File: src/rtl/fixed_point_pkg.sv
// Shared Q16.16 fixed-point package: format constants and the divider FSM
// state type. The combinational fixed-point operator uses the same package.
package fixed_point_pkg;

    localparam int DATA_W    = 32;
    localparam int FRAC_BITS = 16;

    localparam logic [31:0] Q_MAX = 32'h7FFF_FFFF;
    localparam logic [31:0] Q_MIN = 32'h8000_0000;
    localparam logic [31:0] Q_ONE = 32'h0001_0000;

    typedef enum logic [1:0] {
        IDLE = 2'd0,
        CALC = 2'd1,
        FIX  = 2'd2
    } div_state_t;

endpackage

File: src/rtl/fixed_point_divider_if.sv
// Request/result bundle of the fixed-point divider. The master side issues
// operands with a start pulse; the slave side (the divider) returns the
// quotient with a one-cycle valid pulse.
interface fixed_point_divider_if;
    import fixed_point_pkg::*;

    logic              i_start;
    logic [DATA_W-1:0] din_1;
    logic [DATA_W-1:0] din_2;
    logic [DATA_W-1:0] dout;
    logic              o_valid;
    logic              o_busy;
    logic              o_div_zero;

    modport master (
        output i_start, din_1, din_2,
        input  dout, o_valid, o_busy, o_div_zero
    );

    modport slave (
        input  i_start, din_1, din_2,
        output dout, o_valid, o_busy, o_div_zero
    );

endinterface

File: src/rtl/fixed_point_sign_sat.sv
// Sign restore and saturation for a wide unsigned magnitude. Produces a
// DATA_W two's-complement value clamped to [Q_MIN, Q_MAX]. Kept standalone so
// the multiplier path can reuse it with its own magnitude width.
module fixed_point_sign_sat #(
    parameter int MAG_W = fixed_point_pkg::DATA_W + fixed_point_pkg::FRAC_BITS
) (
    input  logic [MAG_W-1:0]                  mag,
    input  logic                              neg,
    output logic [fixed_point_pkg::DATA_W-1:0] q_out
);
    import fixed_point_pkg::*;

    // Largest positive magnitude and largest negative magnitude (one more).
    localparam logic [MAG_W-1:0] POS_LIM = MAG_W'({(DATA_W-1){1'b1}});
    localparam logic [MAG_W-1:0] NEG_LIM = POS_LIM + MAG_W'(1);

    logic [DATA_W-1:0] mag_low;

    // Clamp the magnitude to the signed range, then restore the sign.
    always_comb begin
        mag_low = mag[DATA_W-1:0];
        q_out   = mag_low;
        if (neg) begin
            q_out = (mag > NEG_LIM) ? Q_MIN : (-mag_low);
        end else begin
            q_out = (mag > POS_LIM) ? Q_MAX : mag_low;
        end
    end

endmodule

File: src/rtl/fixed_point_divider.sv
// Sequential signed Q16.16 divider, radix-2 restoring, one quotient bit per
// clock. Accepts on a start pulse in IDLE, iterates 48 times in CALC and
// registers the sign-restored, saturated quotient in FIX.
// Optional build macro: FIXED_POINT_DIV_ROUND_EN selects round-to-nearest
// (ties away from zero) instead of truncation toward zero.
module fixed_point_divider (
    input  logic                   i_clk,
    input  logic                   i_rst,
    fixed_point_divider_if.slave   bus
);
    import fixed_point_pkg::*;

    localparam int DVD_W = DATA_W + FRAC_BITS;
    localparam int CNT_W = $clog2(DVD_W);

    div_state_t        state_reg;
    logic [DVD_W-1:0]  dvd_reg;      // dividend bits still to be brought in
    logic [DVD_W-1:0]  quo_reg;      // quotient magnitude
    logic [DATA_W-1:0] dvs_reg;      // divisor magnitude
    logic [DATA_W-1:0] rem_reg;      // partial remainder, always < divisor
    logic [CNT_W-1:0]  cnt_reg;
    logic              sign_reg;     // quotient is negative
    logic              dvd_neg_reg;  // dividend is negative (divide-by-zero result)
    logic              dz_reg;
    logic [DATA_W-1:0] dout_reg;
    logic              valid_reg;
    logic              busy_reg;
    logic              dz_out_reg;

    logic [DATA_W-1:0] abs_1;
    logic [DATA_W-1:0] abs_2;
    logic [DATA_W:0]   rem_shift;
    logic [DATA_W:0]   rem_diff;
    logic              fits;
    logic [DVD_W-1:0]  mag_final;
    logic [DATA_W-1:0] sat_q;

    // |x| of the most negative value wraps to itself, which is the correct
    // unsigned magnitude 2^(DATA_W-1).
    assign abs_1 = bus.din_1[DATA_W-1] ? (-bus.din_1) : bus.din_1;
    assign abs_2 = bus.din_2[DATA_W-1] ? (-bus.din_2) : bus.din_2;

    // One restoring step. The remainder stays below the divisor, so after
    // the shift it fits DATA_W+1 bits and the borrow bit of the difference
    // says whether the divisor fits.
    assign rem_shift = {rem_reg, dvd_reg[DVD_W-1]};
    assign rem_diff  = rem_shift - {1'b0, dvs_reg};
    assign fits      = ~rem_diff[DATA_W];

`ifdef FIXED_POINT_DIV_ROUND_EN
    logic round_up;
    // Remainder at least half the divisor: round the magnitude up.
    assign round_up  = ({rem_reg, 1'b0} >= {1'b0, dvs_reg});
    assign mag_final = quo_reg + DVD_W'(round_up);
`else
    assign mag_final = quo_reg;
`endif

    fixed_point_sign_sat #(.MAG_W(DVD_W)) u_sign_sat (
        .mag   (mag_final),
        .neg   (sign_reg),
        .q_out (sat_q)
    );

    // Divider FSM: accept, iterate, then register the result with a valid pulse.
    always_ff @(posedge i_clk or posedge i_rst) begin
        if (i_rst) begin
            state_reg   <= IDLE;
            dvd_reg     <= '0;
            quo_reg     <= '0;
            dvs_reg     <= '0;
            rem_reg     <= '0;
            cnt_reg     <= '0;
            sign_reg    <= 1'b0;
            dvd_neg_reg <= 1'b0;
            dz_reg      <= 1'b0;
            dout_reg    <= '0;
            valid_reg   <= 1'b0;
            busy_reg    <= 1'b0;
            dz_out_reg  <= 1'b0;
        end else begin
            valid_reg  <= 1'b0;
            dz_out_reg <= 1'b0;
            case (state_reg)
                IDLE: begin
                    if (bus.i_start) begin
                        sign_reg    <= bus.din_1[DATA_W-1] ^ bus.din_2[DATA_W-1];
                        dvd_neg_reg <= bus.din_1[DATA_W-1];
                        dvd_reg     <= {abs_1, {FRAC_BITS{1'b0}}};
                        dvs_reg     <= abs_2;
                        rem_reg     <= '0;
                        quo_reg     <= '0;
                        cnt_reg     <= CNT_W'(DVD_W - 1);
                        busy_reg    <= 1'b1;
                        dz_reg      <= (bus.din_2 == '0);
                        state_reg   <= (bus.din_2 == '0) ? FIX : CALC;
                    end
                end
                CALC: begin
                    dvd_reg <= {dvd_reg[DVD_W-2:0], 1'b0};
                    rem_reg <= fits ? rem_diff[DATA_W-1:0] : rem_shift[DATA_W-1:0];
                    quo_reg <= {quo_reg[DVD_W-2:0], fits};
                    cnt_reg <= cnt_reg - CNT_W'(1);
                    if (cnt_reg == '0) begin
                        state_reg <= FIX;
                    end
                end
                FIX: begin
                    if (dz_reg) begin
                        dout_reg <= dvd_neg_reg ? Q_MIN : Q_MAX;
                    end else begin
                        dout_reg <= sat_q;
                    end
                    valid_reg  <= 1'b1;
                    dz_out_reg <= dz_reg;
                    busy_reg   <= 1'b0;
                    state_reg  <= IDLE;
                end
                default: begin
                    state_reg <= IDLE;
                end
            endcase
        end
    end

    assign bus.dout       = dout_reg;
    assign bus.o_valid    = valid_reg;
    assign bus.o_busy     = busy_reg;
    assign bus.o_div_zero = dz_out_reg;

endmodule

File: src/flat_wrapper.sv
// flat-port wrapper written by rule: the top's interface ports become plain ports
module fixed_point_divider_flat import fixed_point_pkg::*;
  (i_clk, i_rst, bus_i_start, bus_din_1, bus_din_2, bus_dout, bus_o_valid, bus_o_busy, bus_o_div_zero);
  fixed_point_divider_if bus_i ();
  input  logic i_clk;
  input  logic i_rst;
  input wire logic [$bits(bus_i.i_start)-1:0] bus_i_start;
  input wire logic [$bits(bus_i.din_1)-1:0] bus_din_1;
  input wire logic [$bits(bus_i.din_2)-1:0] bus_din_2;
  output wire logic [$bits(bus_i.dout)-1:0] bus_dout;
  output wire logic [$bits(bus_i.o_valid)-1:0] bus_o_valid;
  output wire logic [$bits(bus_i.o_busy)-1:0] bus_o_busy;
  output wire logic [$bits(bus_i.o_div_zero)-1:0] bus_o_div_zero;
  assign bus_i.i_start = bus_i_start;
  assign bus_i.din_1 = bus_din_1;
  assign bus_i.din_2 = bus_din_2;
  assign bus_dout = bus_i.dout;
  assign bus_o_valid = bus_i.o_valid;
  assign bus_o_busy = bus_i.o_busy;
  assign bus_o_div_zero = bus_i.o_div_zero;
  fixed_point_divider u_core (.i_clk(i_clk), .i_rst(i_rst), .bus(bus_i));
endmodule
File: config.mk
export PLATFORM = sky130hd
export DESIGN_NAME = fixed_point_divider_flat
export DESIGN_NICKNAME = d
export VERILOG_FILES = /design/src/rtl/fixed_point_pkg.sv /design/src/rtl/fixed_point_divider_if.sv /design/src/rtl/fixed_point_sign_sat.sv /design/src/rtl/fixed_point_divider.sv /design/src/flat_wrapper.sv
export SDC_FILE = /design/constraint.sdc
export NUM_CORES = 1
export LEC_CHECK = 0
export CAP_MARGIN = 20
export CORE_UTILIZATION = 54
export CTS_BUF_LIST = sky130_fd_sc_hd__clkbuf_4 sky130_fd_sc_hd__clkbuf_8
export CTS_CLUSTER_SIZE = 28
export DETAILED_ROUTE_END_ITERATION = 16
export PLACE_DENSITY = 0.74
export SLEW_MARGIN = 20
export SYNTH_ARGS = -nofsm -noshare
export SYNTH_HDL_FRONTEND = slang
export SYNTH_SLANG_ARGS = --single-unit
File: constraint.sdc
create_clock -name i_clk -period 6.8 [get_ports i_clk]
set_input_delay 1.02 -clock i_clk [delete_from_list [all_inputs] [get_ports i_clk]]
set_output_delay 1.02 -clock i_clk [all_outputs]
set_load 0.01 [all_outputs]
Word-level counts from Yosys, hierarchy flattened
Index checks and enable logic that the tools add are counted.

storage, ports and cells
  bits in registers = 206
  output and inout port bits = 35
  word-level logic and storage cells = 59

cells by class
  add/sub/neg operators = 5
  magnitude comparators = 2
  equal/unequal tests = 4
  muxes and demuxes = 24
  bitwise logic cells = 2
  reductions and logical operators = 9

operators with widths
  kind                                                   count
  2-to-1 mux 32 bit                                      9
  case mux 48 bit (2 select lines)                       2
  2-to-1 mux 48 bit                                      2
  negator 32 bit                                         3
  case mux 32 bit (2 select lines)                       1
  > comparator 48 x 31 -> 1 bit (second input constant)  1
  > comparator 48 x 32 -> 1 bit (second input constant)  1
  subtractor 33 x 32 -> 33 bit                           1
  logical NOT 32 bit                                     1
  case mux 6 bit (2 select lines)                        1
  AND reduction 2 bit                                    4
  logical NOT 6 bit                                      1
  2-to-1 mux 2 bit                                       3
  2-to-1 mux 6 bit                                       1
  subtractor 6 x 1 -> 6 bit (second input constant)      1
  case mux 2 bit (2 select lines)                        1
  nonzero test 2 bit                                     2
  2-to-1 mux 1 bit                                       3
  equality test 2 x 1 -> 1 bit (second input constant)   1
  equality test 2 bit (second input constant)            1
  logical NOT 2 bit                                      1
  != test 2 x 1 -> 1 bit (second input constant)         1
  != test 2 bit (second input constant)                  1
  case mux 1 bit (2 select lines)                        1
  other kinds (2)                                        2

Logic depth before layout (Yosys ltp)
Gate-level depths: netlist of run 1.

  word-level depth = 4
  mapped depth = 15
  gate-level depth less buffers = 13

Cells and area by module
From an unflattened synthesis of run 1, not the netlist that was laid out.

unflattened totals
  cell total of the unflattened synthesis = 1354
  area, all modules = 11785.1 um2

modules (own cells, without submodules)
  module                instances  cells an instance  area each (um2)
  fixed_point_divider   1          1161               10576.4
  fixed_point_sign_sat  1          193                1208.7

Least setup slack after synthesis of run 1
No wires, ideal clock.

  path kind = in2reg
  start = in bus_din_2[6]
  end = reg u_core.dvs_reg[29]
  arrival = 3.166 ns
  required time = 6.669 ns
  path slack = 3.503 ns
  stages = 9
  cell sequence = or4_4 > or4_4 > nand2b_4 > nand2b_1 > or2_1 > nand2b_4 > o41ai_4 > xor2_1 > o21ai_1

on the way
  cells in the longest elaborated chain, start to end = 2

RTL lines
  item                  line                       source
  from (decl)           flat_wrapper.sv:9          input wire logic [$bits(bus_i.din_2)-1:0] bus_din_2;
  negator 32 bit        fixed_point_divider.sv:41  assign abs_2 = bus.din_2[DATA_W-1] ? (-bus.din_2) : bus.din_2;
  2-to-1 mux 32 bit     fixed_point_divider.sv:41
  to (signal assigned)  fixed_point_divider.sv:90  dvs_reg <= abs_2;
  to (decl)             fixed_point_divider.sv:19  logic [DATA_W-1:0] dvs_reg;

No other way between the ends.
A chain may end at the register's enable or synchronous reset.

Final worst setup path of run 1
  start = reg u_core.quo_reg[0] (netlist: u_core.mag_final[0])
  end = reg u_core.dout_reg[5] (netlist: u_core.bus.dout[5])

on the way
  cells in the longest elaborated chain, start to end = 4
  elaborated cells between the ends (all ways) = 7
  those cells by class = add/sub (1); order compare (2); mux (4)

RTL lines
  item                                                         line                                                    source
  from (decl)                                                  fixed_point_divider.sv:18                               logic [DVD_W-1:0] quo_reg;
  from (signal assigned)                                       fixed_point_divider.sv:102                              quo_reg <= {quo_reg[DVD_W-2:0], fits};
  > comparator 48 x 31 -> 1 bit, or another cell as far along  fixed_point_sign_sat.sv:26                              q_out = (mag > POS_LIM) ? Q_MAX : mag_low;
  2-to-1 mux 32 bit, on equally long branches                  fixed_point_sign_sat.sv:26, fixed_point_sign_sat.sv:24
  2-to-1 mux 32 bit *                                          fixed_point_sign_sat.sv:23                              if (neg) begin
  2-to-1 mux 32 bit *                                          fixed_point_divider.sv:109                              if (dz_reg) begin
  to (signal assigned)                                         fixed_point_divider.sv:110                              dout_reg <= dvd_neg_reg ? Q_MIN : Q_MAX;
  to (signal assigned)                                         fixed_point_divider.sv:112                              dout_reg <= sat_q;
  to (decl)                                                    fixed_point_divider.sv:25                               logic [DATA_W-1:0] dout_reg;

Mark *: on every way between the ends. The rest lies on a longest branch, timed or not.

==> qor.yml, run 1 <==
pwr_density_cell_mw_per_mm2: 487
drt_wl_total_um: 26300
wl_per_cell_um: 16.4
reg2reg_to: "u_core.bus.dout[5]"
via_count: 9594
syn_avg_cell_area_um2: 9.00
cts_tree: "yes"
port_buffers: 101
worstHoldEndpoint: "u_core.dvs_reg[12]"
drive_above_1_share_pct: 5.39
drc: 0
synth_top_area_cell: "dfrtp_1"
slew_viol_final: 0
area_delta_synth_final_pct: 13.8
hold_class: "reg -> reg"
cts_buffer_depth: 2
place_congestion: 0.925
synth_area_leaders: "dfrtp_1 42%, o21ai_0 6.5%, xor2_1 5.3%"
yosysWarnings: 0
worstHoldStart: "u_core.dvs_reg[12]"
cts_max_level: 4
r2r_cells: 10
seq_area_frac_synth_pct: 41.7
num_rows: 52
cts_setup_buffers: 0
end_kind: "register"
yosysTopAreaCellShare_pct: 41.7
ys_ff_latch: 190
clkLatencyLatePin_ps: 480
design_area_mm2: 0.0130
syn_nets: 1371
die_x_um: 147
largest_register_ffs: 48
grt_use_total_pct: 25.3
finalHoldViolCount: 0
root_buffer: "clkbuf_8"
post-dp-hpwl_um: 18400
clk_pin_slew_ps: 100
fin_crit_sh_pct: 57.5
peakVddDrop_mv: 0.264
path_max_fanout: 12
grt_pass1_vias: 9031
p_leak_nw: 5.75
first_pass_iters: 5
die_area_mm2: 0.0217
ant_nets: 0
diodes: 0
status: "complete, no violations"
grt_max_degree: 138
dpl_cell_area_mm2: 0.0126
nets: 1427
avgViaCountPerCell: 5.98
cp.required_ps: 7200
cts_resized: 0
core-area_mm2: 0.0205
tightest_slew_ps: 1090
rsz0062_at_grt: "no"
grt-ovfl-total: 0
fill_cells: 1751
critPathKind: "reg -> reg"
syn_area_mm2: 0.0114
cts_buffers: 17
setup_viol: 0
drv_cap: 0
synth_cell_type_count: 66
ioPinCount: 102
initial_core_util_pct: 55.6
relSlewSlack_pct: 27.2
first_iter_violations: 566
die_h_um: 147
startpoint_type: "register"
finalCriticalPeriod_ps: 3910
antenna_found_initial: 0
clock-sinks: 190
fin_tns_setup_ps: 0
fmax_ghz: 0.256
grt_pass1_wl_um: 45000
synth_edf_count: 0
syn_inst: 1266
r2r-start: "u_core.mag_final[0]"
hold_depth: 2
async_reset_ff_share_pct: 100
synthFlopType: "dfrtp_1"
fin_skew_ps: 15.2
reg2reg_setup_slack_ps: 2890
holdBufCountCts: 0
critical_path_arrival_ps: 4310
-- metal layers --
layer	vias up	track usage, %	part of all wire [%]
met5	-	0	0
met4	0	8.87	2.4
met3	49	3.45	4.1
met2	243	40.0	47
met1	4608	35.8	47
li1	4694	-	-
-- report_power, final --
part / switching, mW / leakage (nW) / internal (mW)
Combinational: 2.19 / 3.11 / 1.56
Clock: 0.454 / 0.204 / 0.310
Sequential: 0.282 / 2.44 / 1.53
-- layout by cell type (no fill, tap or decap), types with 25 or more instances in the layout --
master / synthesis / layout
o21ai_0: 148 / 148
clkdlybuf4s50_1: 0 / 101
nor2_1: 75 / 73
a22o_1: 54 / 54
mux2i_1: 25 / 25
nand2_1: 153 / 153
o31ai_1: 25 / 25
a22oi_1: 28 / 28
dfrtp_1: 190 / 190
xor2_1: 69 / 69
xnor2_1: 27 / 26
inv_1: 54 / 53
ha_1: 37 / 37
a21oi_1: 71 / 71
-- worst max-delay path, stage by stage, from the launching register on --
cell and delay (ps):
dfrtp_1 430, inv_1 110, ha_1 230, or3b_2 490, nor2_1 330, nand4_1 170, o41ai_2 220, nand2b_1 280
a21oi_1 940, o221ai_1 380, a21oi_1 230
-- worst max-delay path by stage --
stage | cells past startpoint | startpoint | to
finish | 10 | u_core.mag_final[0] | u_core.bus.dout[5]
global route | 7 | u_core.state_reg[0] | u_core.bus.dout[3]
CTS | 10 | u_core.mag_final[0] | u_core.bus.dout[5]
detailed placement | 9 | bus_din_1[8] | u_core.dvd_reg[45]
global placement | 9 | bus_din_1[8] | u_core.dvd_reg[45]
floorplan | 1 | i_rst | u_core.bus.dout[0]
-- synthesized netlist by cell type (5+ instances only) --
cell	count
nand2_1	153
a21o_1	13
o21ai_0	148
a22o_1	54
a21oi_1	71
nand2b_1	17
a22oi_1	28
and3_1	8
o211ai_1	6
xnor2_1	27
nand4_1	10
buf_1	5
xor2_1	69
nor2_1	75
nor3_1	18
ha_1	37
mux2i_1	25
clkbuf_1	61
or3_1	13
o22ai_1	7
o41ai_1	13
nor4_1	16
nand3_1	10
inv_1	54
nor2b_1	5
a31oi_1	9
or4_1	6
o31ai_1	25
o221ai_1	6
buf_2	9
o311ai_0	5
nand2b_4	5
dfrtp_1	190
or2_2	5
-- per-stage QoR --
step                util (%)  std cells  setup slack, ps  power (mW)  hold slack (ps)
CTS                     63.3       1605             3000        6.33              492
floorplan                  -       1266              610        4.61              450
global placement        61.3       1573             2910        5.48              461
finish                  63.3       1605             2890        6.32              487
detailed placement      61.3       1573             2820        5.56              467
global route            63.3       1605             2650        6.91              509
-- cell families after synthesis --
kind of cell	Yosys count	synth area share, %
fa+ha+maj	38	4.24
flops	190	41.7
buf+inv	129	4.35
xor+xnor	96	7.38
mux	25	2.20
simple gates	360	15.4
compound gates	428	24.7
-- cell type report --
| cell class | count | area (µm²) | area share [%] |
|---|---|---|---|
| multi-input combinational | 947 | 6170 | 47.6 |
| sequential | 190 | 4750 | 36.6 |
| timing repair buffer | 112 | 1090 | 8.43 |
| clock buffer | 17 | 234 | 1.80 |
| clock inverter | 15 | 175 | 1.35 |
| inverter | 54 | 210 | 1.62 |
| tap | 270 | 338 | 2.60 |
No activity file was read; power rests on OpenSTA's default activity.
==> run 2: changes to the inputs <==
Clock period 6.8 ns to 3.9 ns, I/O delays scaled along.
==> run 2 against run 1 <==
Core utilization increased by 0.36 points; clock skew increased by 2.5 ps; global-route usage about the same; largest power group unchanged; critical path depth increased by 4; setup slack got worse by 2500 ps; sequential cell count unchanged.
==> qor.yml, run 2 (same netlist as run 1, synthesis figures left out) <==
placed_cells: 1586
r2r-start: "u_core.dvd_reg[47]"
cts_buffers: 17
area_delta_synth_final_pct: 14.5
largest_register_ffs: 48
place_congestion: 0.904
wl_met2_um: 12400
cts_buffer_depth: 2
cpLargestDelayFamily: "compound AO/OA/AOI/OAI gates"
rsz0062_at_grt: "no"
end_kind: "register"
worstHoldStart: "u_core.dvs_reg[26]"
num_rows: 52
port_buffers: 101
cts_max_level: 4
post-dp-hpwl_um: 18600
cpPeakStageDelay_ps: 460
antenna_found_initial: 0
grt_max_degree: 69
wl_per_cell_um: 16.1
die_x_um: 147
fin_skew_ps: 17.7
place_ws_ps: 332
critical_path_arrival_ps: 3870
final_common_cell: "dfrtp_1"
grt_use_total_pct: 25.3
via_count: 9625
cts_tree: "yes"
crit_chain: "inv_1 -> ha_1 -> inv_1 -> fa_1 -> a21o_1 -> a221oi_1 -> o31ai_1 -> a211o_1 -> a31oi_1 -> xnor2_2 -> buf_12 -> nand2_1 -> or3_1 -> nand3_1"
die_area_mm2: 0.0217
avgViaCountPerCell: 5.95
critPathKind: "reg -> reg"
ioPinCount: 102
tightest_slew_ps: 948
grt-ovfl-total: 0
finalHoldViolCount: 0
maxUsedRoutingLayer: "met4"
route.met3.wl_um: 878
startpoint_type: "register"
fmax_ghz: 0.288
status: "complete, no violations"
first_iter_violations: 576
met1_length_um: 12300
layout_common_cells: "190 x dfrtp_1, 153 x nand2_1, 148 x o21ai_0"
drive_above_1_share_pct: 6.24
finalPower_mw: 11.0
relSlewSlack_pct: 36.6
drc: 0
cp.required_ps: 4300
fin_cells: 1617
drv_cap: 0
p_leak_nw: 5.79
ant_nets: 0
die_h_um: 147
slowest_stage: "a221oi_1"
setup_viol: 0
fin_crit_sh_pct: 89.1
first_pass_iters: 5
grt_pass1_vias: 9143
path_max_fanout: 39
cp-startpoint: "u_core.dvd_reg[47]"
cts_setup_buffers: 0
slew_viol_final: 0
nets: 1440
grt_pass1_wl_um: 44800
root_buffer: "clkbuf_8"
clk_pin_slew_ps: 100
crit_top_cell: "inv_1"
diodes: 0
cts_resized: 0
setup_ws_ps: 423
clock-sinks: 190
finalCriticalPeriod_ps: 3480
initial_core_util_pct: 55.6
fin_tns_setup_ps: 0
clkLatencyLatePin_ps: 460
drt_wl_total_um: 26100
reg2reg_setup_slack_ps: 420
fill_cells: 1786
pwr_density_cell_mw_per_mm2: 842
path_buf_inv: 3
hold_class: "reg -> reg"
peakVddDrop_mv: 0.532
core-area_mm2: 0.0205
holdBufCountCts: 0
## run 2: worst reg2reg max path: stages (launching register included)
cell,delay (ps)
dfrtp_1,390
inv_1,70
ha_1,150
inv_1,50
fa_1,400
a21o_1,200
a221oi_1,470
o31ai_1,180
a211o_1,380
a31oi_1,240
xnor2_2,170
buf_12,260
nand2_1,70
or3_1,310
nand3_1,80
## run 2: worst paths after layout
| kind | to | cells past startpoint |
|---|---|---|
| worst max-delay path | u_core.rem_reg[26] | 14 |
| worst min-delay path | u_core.dvs_reg[26] | 2 |
| worst max register to register | u_core.rem_reg[26] | 14 |
| worst min register to register | u_core.dvs_reg[26] | 2 |
| max in group asynchronous | u_core.dvd_reg[27] | 3 |
| min in group asynchronous | u_core.mag_final[47] | 2 |
## run 2: power by group
| group | total [mW] | leakage, nW | switching (mW) | internal [mW] |
|---|---|---|---|---|
| clock network | 1.23 | 0.175 | 0.746 | 0.481 |
| registers | 3.16 | 2.44 | 0.486 | 2.68 |
| logic | 6.59 | 3.18 | 3.81 | 2.78 |
| total | 11.0 | 5.79 | 5.04 | 5.94 |
## run 2: per-layer routing
| layer | GRT usage (%) | vias to the layer above |
|---|---|---|
| met5 | 0 | - |
| met4 | 7.84 | 0 |
| met3 | 3.51 | 33 |
| met2 | 41.4 | 214 |
| met1 | 34.8 | 4657 |
| li1 | - | 4721 |
## run 2: cell type report
type,count,area [µm²],share of cell area (%)
clock buffers,19,255,1.96
clock inverters,12,104,0.796
inverters,54,206,1.58
multi-input cells,947,6170,47.3
flip-flops and latches,190,4750,36.4
well taps,270,338,2.59
repair buffers,125,1220,9.38
## run 2: through the flow
step                      utilization (%)  hold WS [ps]  cell area [µm²]
after floorplan                         -           450            11400
after global placement               61.9           461            12700
after detailed placement             61.9           471            12700
after CTS                            63.7           493            13100
after global routing                 63.7           501            13100
final                                63.7           486            13100
